===== config.mk =====
export PLATFORM = sky130hd
export DESIGN_NAME = cm0ik_output_capture
export DESIGN_NICKNAME = d
export VERILOG_FILES = /design/src/rtl/cm0ik_output_capture_pkg.sv /design/src/rtl/cm0ik_output_capture_fifo.sv /design/src/rtl/cm0ik_output_capture.sv
export SDC_FILE = /design/constraint.sdc
export NUM_CORES = 1
export LEC_CHECK = 0
export CELL_PAD_IN_SITES_DETAIL_PLACEMENT = 1
export CELL_PAD_IN_SITES_GLOBAL_PLACEMENT = 2
export CORE_MARGIN = 3
export CORE_UTILIZATION = 40
export CTS_CLUSTER_SIZE = 40
export DETAILED_ROUTE_END_ITERATION = 10
export PLACE_DENSITY_LB_ADDON = 0.1
export SLEW_MARGIN = 25
export SYNTH_ARGS = -nofsm -noshare
export SYNTH_HDL_FRONTEND = slang
export SYNTH_SLANG_ARGS = --single-unit

===== constraint.sdc =====
create_clock -name HCLK -period 3.8 [get_ports HCLK]
set_clock_uncertainty 0.15 [all_clocks]
set_input_delay 1.14 -clock HCLK [delete_from_list [all_inputs] [get_ports HCLK]]
set_output_delay 1.14 -clock HCLK [all_outputs]
set_load 0.05 [all_outputs]

===== src/rtl/cm0ik_output_capture_pkg.sv =====
// cm0ik_output_capture_pkg: shared defaults and sizing helpers for the output capture block
package cm0ik_output_capture_pkg;
   localparam int DEF_BUSWIDTH   = 1;
   localparam int DEF_DEPTH      = 8;
   localparam int DEF_STAMPWIDTH = 16;
   // FIFO entries are packed {stamp, data}: stamp in the upper bits, data in the lower bits.
   function automatic int cnt_w(input int depth);
      return $clog2(depth + 1);
   endfunction
endpackage


===== src/rtl/cm0ik_output_capture_fifo.sv =====
// cm0ik_output_capture_fifo: first-word fall-through FIFO with push/pop/flush and entry count
//   clk, rst   : clock, async active-high reset
//   push, pop  : write wdata / advance head (pop ignored when empty)
//   flush      : empties the FIFO, overrides push and pop
//   rdata      : head entry, zero when empty
//   valid      : head entry present
//   count      : stored entries
module cm0ik_output_capture_fifo
   import cm0ik_output_capture_pkg::*;
#(
   parameter int WIDTH = 17,
   parameter int DEPTH = DEF_DEPTH,
   localparam int CW   = cnt_w(DEPTH),
   localparam int AW   = $clog2(DEPTH)
) (
   input  logic             clk,
   input  logic             rst,
   input  logic             push,
   input  logic             pop,
   input  logic             flush,
   input  logic [WIDTH-1:0] wdata,
   output logic [WIDTH-1:0] rdata,
   output logic             valid,
   output logic [CW-1:0]    count
);
   logic [WIDTH-1:0] mem [DEPTH];
   logic [AW-1:0]    wptr, rptr;
   logic             do_pop, do_push;
   assign valid   = count != '0;
   assign do_pop  = pop && valid;
   // a full FIFO still accepts a write when the head leaves on the same edge
   assign do_push = push && (count != CW'(DEPTH) || do_pop);
   assign rdata   = valid ? mem[rptr] : '0;
   always_ff @(posedge clk) begin
      if (do_push && !flush) mem[wptr] <= wdata;
   end
   always_ff @(posedge clk or posedge rst) begin
      if (rst) begin
         wptr  <= '0;
         rptr  <= '0;
         count <= '0;
      end else if (flush) begin
         wptr  <= '0;
         rptr  <= '0;
         count <= '0;
      end else begin
         if (do_push) wptr <= wptr + AW'(1);
         if (do_pop)  rptr <= rptr + AW'(1);
         count <= count + CW'(do_push) - CW'(do_pop);
      end
   end
endmodule


===== src/rtl/cm0ik_output_capture.sv =====
// cm0ik_output_capture: change-compressed, timestamped capture of a netlist output bus
//   HCLK, HRESET        : capture clock, async active-high reset
//   datain, sample_en   : bus under capture and its sampling qualifier
//   flush               : drop stored entries and re-prime change detection
//   clr_overflow        : clears the sticky overflow flag (a same-cycle drop wins)
//   rd_ready            : consumer takes the head entry
//   rd_valid/data/stamp : head entry, zero when empty
//   count, overflow     : stored entries, sticky dropped-sample flag
module cm0ik_output_capture
   import cm0ik_output_capture_pkg::*;
#(
   parameter int BUSWIDTH   = DEF_BUSWIDTH,
   parameter int DEPTH      = DEF_DEPTH,
   parameter int STAMPWIDTH = DEF_STAMPWIDTH,
   localparam int CW        = cnt_w(DEPTH)
) (
   input  logic                  HCLK,
   input  logic                  HRESET,
   input  logic [BUSWIDTH-1:0]   datain,
   input  logic                  sample_en,
   input  logic                  flush,
   input  logic                  clr_overflow,
   input  logic                  rd_ready,
   output logic                  rd_valid,
   output logic [BUSWIDTH-1:0]   rd_data,
   output logic [STAMPWIDTH-1:0] rd_stamp,
   output logic [CW-1:0]         count,
   output logic                  overflow
);
   logic [STAMPWIDTH-1:0] stamp;
   logic [BUSWIDTH-1:0]   last;
   logic                  primed, qual, pop, full, push, drop;
   assign qual = sample_en && (!primed || datain != last);
   assign pop  = rd_valid && rd_ready;
   assign full = count == CW'(DEPTH);
   assign push = qual && !flush && (!full || pop);
   assign drop = qual && !flush && full && !pop;
   cm0ik_output_capture_fifo #(
      .WIDTH(STAMPWIDTH + BUSWIDTH),
      .DEPTH(DEPTH)
   ) fifo (
      .clk  (HCLK),
      .rst  (HRESET),
      .push (push),
      .pop  (pop),
      .flush(flush),
      .wdata({stamp, datain}),
      .rdata({rd_stamp, rd_data}),
      .valid(rd_valid),
      .count(count)
   );
   always_ff @(posedge HCLK or posedge HRESET) begin
      if (HRESET) begin
         stamp    <= '0;
         last     <= '0;
         primed   <= 1'b0;
         overflow <= 1'b0;
      end else begin
         stamp    <= stamp + STAMPWIDTH'(1);
         overflow <= drop || (overflow && !clr_overflow);
         // last/primed track every qualifying sample, even dropped ones
         if (flush) primed <= 1'b0;
         else if (qual) begin
            last   <= datain;
            primed <= 1'b1;
         end
      end
   end
endmodule

### Word level (Yosys, flattened, before mapping)

Memory sizes are Yosys's and may differ from the RTL's.
Index checks and enable logic that the tools add are counted.

| cells by class | value |
|---|---|
| add/subtract/negate cells | 5 |
| mux-type cells | 10 |
| reduce and logical (&&, ||, !) cells | 24 |
| bitwise operators | 1 |
| equality and inequality tests | 3 |

Operator list:

| cell | count |
|---|---|
| two-way mux 17 bit | 1 |
| adder 16 x 1 -> 16 bit, second input constant | 1 |
| two-way mux 3 bit | 4 |
| logical AND 1 bit | 10 |
| adder 3 x 1 -> 3 bit, second input constant | 2 |
| nonzero test 2 bit | 3 |
| logical NOT 1 bit | 5 |
| adder 4 x 1 -> 4 bit | 1 |
| == test 4 bit, second input constant | 1 |
| logical OR 1 bit | 4 |
| two-way mux 1 bit | 4 |
| two-way mux 4 bit | 1 |
| inequality test 4 bit, second input constant | 1 |
| nonzero test 4 bit | 1 |
| subtractor 4 x 1 -> 4 bit | 1 |
| AND reduction 2 bit | 1 |
| inequality test 1 bit | 1 |
| inverter 1 bit | 1 |

| word-level totals | value |
|---|---|
| input port bits | 7 |
| word-level logic and storage cells | 51 |
| output and inout port bits | 23 |
| register bits | 29 |
| memories kept | 1 |
| memory bits (writable) | 136 |

Memory list:

| name | depth | width | read ports | clocked after memory_dff | write ports | RTL line | source |
|---|---|---|---|---|---|---|---|
| fifo.mem | 8 | 17 | 1 | 0 | 1 | cm0ik_output_capture_fifo.sv:26 | `logic [WIDTH-1:0] mem [DEPTH];` |

### Logic depth before layout (Yosys ltp)

| logic depth | value |
|---|---|
| depth in word-level cells | 9 |
| gate-level depth with buffers | 13 |

### Cells and area by module

Synthesis repeated with hierarchy kept, for this count alone.

| unflattened totals | value |
|---|---|
| cells, all modules | 349 |
| area, all modules | 6713.9 sq um |

By module, submodules not included:

| module | area an instance (sq um) | cells each | instances | sequential area each (sq um) |
|---|---|---|---|---|
| cm0ik_output_capture_fifo | 5854.4 | 276 | 1 | 4334.2 |
| cm0ik_output_capture | 859.6 | 73 | 1 | 475.5 |

### Worst setup path before layout

Ideal clock, no wire load.

| timing | value |
|---|---|
| kind | input to register |
| start point | input port flush |
| end point | memory fifo.mem[0][0] (enable) |
| setup time | 435 ps |
| setup slack | -102 ps |
| cell stages on the path | 4 |
| data arrival time | 3318 ps |
| cell sequence | nand2b_1 a21oi_2 nand2_1 nor4_1 |

| on the way | value |
|---|---|
| word-level cells in the longest chain between the ends | 7 |

RTL lines:

| item | RTL line | source |
|---|---|---|
| from (decl) | cm0ik_output_capture.sv:21 | `input logic flush,` |
| logical NOT 1 bit (*) | cm0ik_output_capture_fifo.sv:35, cm0ik_output_capture.sv:36 |  |
| logical AND 1 bit (2 in a row) | cm0ik_output_capture.sv:36 | `assign push = qual && !flush && (!full \|\| pop);` |
| logical AND 1 bit | cm0ik_output_capture_fifo.sv:32 | `assign do_push = push && (count != CW'(DEPTH) \|\| do_pop);` |
| logical AND 1 bit (*) | cm0ik_output_capture_fifo.sv:35 | `if (do_push && !flush) mem[wptr] <= wdata;` |
| two-way mux 1 bit (*) | cm0ik_output_capture_fifo.sv:35 |  |
| two-way mux 1 bit (not written as such) (*) | cm0ik_output_capture_fifo.sv:35 |  |
| to (decl) | cm0ik_output_capture_fifo.sv:26 |  |

Every way passes the cells marked *; elsewhere a longest branch is shown, timed or not.

### Worst setup path in the final report

| timing | value |
|---|---|
| start point | register fifo.count[2] |
| end point | output port rd_stamp[15] |

| on the way | value |
|---|---|
| word-level cells in the longest chain between the ends | 2 |

RTL lines:

| item | RTL line | source |
|---|---|---|
| from (decl) | cm0ik_output_capture_fifo.sv:24 | `output logic [CW-1:0] count` |
| from (signal assigned) | cm0ik_output_capture_fifo.sv:49 | `count <= count + CW'(do_push) - CW'(do_pop);` |
| nonzero test 4 bit | cm0ik_output_capture_fifo.sv:29 | `assign valid = count != '0;` |
| two-way mux 17 bit | cm0ik_output_capture_fifo.sv:33 | `assign rdata = valid ? mem[rptr] : '0;` |
| to (decl) | cm0ik_output_capture.sv:26 | `output logic [STAMPWIDTH-1:0] rd_stamp,` |

No other way between the ends.

==> results by group <==
Global route
  – Initial antenna violation count: 0
  – Largest net degree at the start of global routing: between 40 and 50
  – First-pass GRT wire length: 23.0 mm
  – Grt ovf: 0
  – Vias in the first global route: 3,906
  – GRT Overall Usage: between 10% and 20%

Synthesis
  – Synth top area cells: edfxtp_1, dfrtp_1, mux2i_1, nor2b_1, a22oi_1
  – Syn Nets: 447
  – Yosys top cell by area: edfxtp_1
  – Synth top area share: about 60%
  – Gate Count Post-Synth: 430
  – FF+latch count, synth: 165
  – Warnings, synthesis: 0
  – Yosys cell types: 40
  – Asr flop ratio synth: 17.6%
  – Number of synthesized flops with an enable pin: 136
  – Syn Area/Cell: 15.8 sq um
  – Primary FF master, synth: edfxtp_1
  – Netlist Area Pre-Place: between 6000 and 7000 sq um
  – Register area share after synthesis: 70.7%

Clock network
  – Reg clk slew, reported paths: 60 ps
  – TritonCTS clock tree: done
  – Clock Tree Root: clkbuf_16
  – Cts hold-fix bufs: 0
  – Number of buffers created by CTS: 17
  – Clk buf depth: 2
  – Clock latency on the worst-skew pair: ~420 ps
  – # Post-CTS Setup Buffers: 0
  – H-tree depth: 4
  – Clock Sinks: about 170

Power
  – Seq pwr share: a little over a third
  – Power Density: between 700 and 800 nW/um^2
  – Sw power: ~1.9 mW
  – Total Power: ~6 mW
  – Leak: slightly below 3 nW
  – Power Internal: slightly below 4 mW
  – Worst IR Drop VDD: approximately 0.35 mV
  – Logic pwr share: slightly below 30%
  – Clock power share: between 30% and 40%
  – Sw Share: between 30% and 40%

STA
  – Fin. max-slew vios: 0
  – Fin crit period: ~3600 ps
  – Final Hold Viols: 0
  – Worst-Margin Slew: 721 ps
  – Slew HR: approximately 52%
  – Period utilisation layout: 95.1%
  – RSZ-0062 raised after global routing: no
  – Final setup vio count: 0
  – Fmax achieved: between 200 and 300 MHz
  – Setup TNS: 0 ps

Min path
  – Min-delay src: last
  – Hold Path Stages: 1
  – HP Class: flop to flop
  – Hold EP: last

Run status
  – Outcome: finished clean

Place
  – RD Place Congestion: around 0.73
  – Post-DP HPWL: roughly 9.4 mm
  – Dpl cells: a little under 700
  – Input/output buffers: 29

Setup path
  – RR Startpoint: fifo.count[2]
  – CP peak stage delay: just over 700 ps
  – Reg2Reg Depth: 11
  – Top Family by Delay on Critical Path: simple AND/OR/NAND/NOR gates
  – CP max stage cell: or3b_2
  – Crit path buffers/inverters: 2
  – Crit path DAT: around 2300 ps
  – CP Data Required Time: ~2500 ps
  – CP endpoint kind: primary output
  – WS Path Type: flop to primary output
  – R2R setup slack: about 730 ps
  – CP cell instances: inv_1 > ha_1 > or3b_2 > and3_1 > buf_4
  – Worst R2R End: fifo.count[2]
  – Critical Path Source Type: flop
  – Crit path max fanout: 20

Layout
  – Area occupied by multi-input gates: around 1800 sq um
  – Layout filler cell count: roughly 1,600
  – Most frequent cells in the layout: edfxtp_1, mux2i_1, buf_4
  – Non-Filler Instances: 706
  – ANT cells: 0
  – Storage cell area: 4810 sq um
  – Share of cells above drive strength 1: between 10% and 20%
  – Most common cell after layout, fill and taps aside: edfxtp_1
  – Final #Nets: a little under 500
  – Synth-to-layout area growth: 18.9%
  – Final Util: about half

Detailed routing
  – Vias: 3,649
  – Met3 Wirelength: around 420 um
  – DRC errors left: 0
  – Antenna viol nets, final: 0
  – Wire per inst: ~21 um
  – WL final: 14.7 mm
  – Via/cell ratio: just over 5
  – Wire length on met2: 7.12 mm
  – Max Used Layer: met4
  – 1st-iter DRT viols: around 230
  – Met1 WL: around 6.9 mm
  – DRT Pass-1 Iters: 4

Job
  – Max cap viols: 0

Floorplanning
  – Die W: 136 um
  – Die area: 18,600 sq um
  – Row cnt: 47
  – Core area: between 15,000 and 20,000 sq um
  – I/O pin total: 30
  – Die Ht: around 140 um
  – Starting Density: between 40% and 50%
==> how the worst max path moves through the flow <==
stage	slack, ps	to	from	depth (start not counted)
after floorplan	210	rd_stamp[10]	fifo.count[2]	5
after global placement	440	fifo.mem[2][9]	datain	7
after detailed placement	360	fifo.mem[1][5]	datain	6
after CTS	40	rd_stamp[15]	fifo.count[2]	5
after global routing	80	rd_stamp[15]	fifo.count[2]	5
final	190	rd_stamp[15]	fifo.count[2]	5
==> timing repair <==
item                       CTS  global route
gates cloned                 0             0
setup endpoints to repair    1             1
resized for setup            1             1
==> stage by stage <==
step                      worst slack [ps]  hold slack, ps  cell area, sq um
after floorplan                        211             333              6810
after global placement                 436             361              7370
after detailed placement               364             369              7370
after CTS                             43.8             384              8090
after global routing                  83.2             421              8090
final                                  187             379              8090
==> power by group through the flow <==
| stage | Sequential (mW) | Clock (mW) | Combinational (mW) |
|---|---|---|---|
| after detailed placement | 2.12 | 0 | 1.75 |
| after floorplan | 2.15 | 0 | 1.23 |
| after CTS | 2.09 | 2.09 | 1.76 |
| final | 2.08 | 2.05 | 1.72 |
| after global routing | 2.10 | 2.17 | 1.85 |
| after global placement | 2.12 | 0 | 1.72 |
==> Yosys cell counts, types with 2 or more instances <==
cell        n
xor2_1      5
xnor2_1    14
a21oi_1    19
nand3_1     7
edfxtp_1  136
nor2_1     11
buf_2       8
buf_4       8
mux2i_1    53
a211oi_1    7
nor3_1      4
a211oi_2   10
and2_1      2
a22oi_1    17
and3_1     19
nand2_1     9
clkbuf_1    3
nor2b_1    21
and4_1      2
dfrtp_1    29
ha_1        9
nand4_1     4
nand2b_1    5
inv_1      12
==> cell families after synthesis <==
kind of cell | after synthesis | share of synthesized area, %
flops | 165 | 70.7
simple gates | 89 | 7.42
compound gates | 57 | 6.44
mux | 55 | 8.13
buf+inv | 35 | 2.87
xor+xnor | 19 | 2.45
fa+ha+maj | 10 | 1.95
==> per-layer routing <==
metal	vias up	global-route usage, %
li1	1704	-
met1	1873	23.1
met2	53	27.7
met3	19	3.33
met4	0	6.89
met5	-	0
==> flip-flops by register name, summed over array words and instances (netlist names) <==
signal and flops:
fifo.count 4, fifo.mem 136, fifo.rptr 3, fifo.wptr 3
last 1, overflow 1, primed 1, stamp 16
==> final cells by class <==
type	instances	area share (%)
timing repair buffer	46	4.92
clock buffer	20	5.77
clock inverter	12	3.06
sequential	165	59.5
inverter	13	0.603
tap	220	3.40
multi-input combinational	230	22.7
No activity file was read; power rests on OpenSTA's default activity.
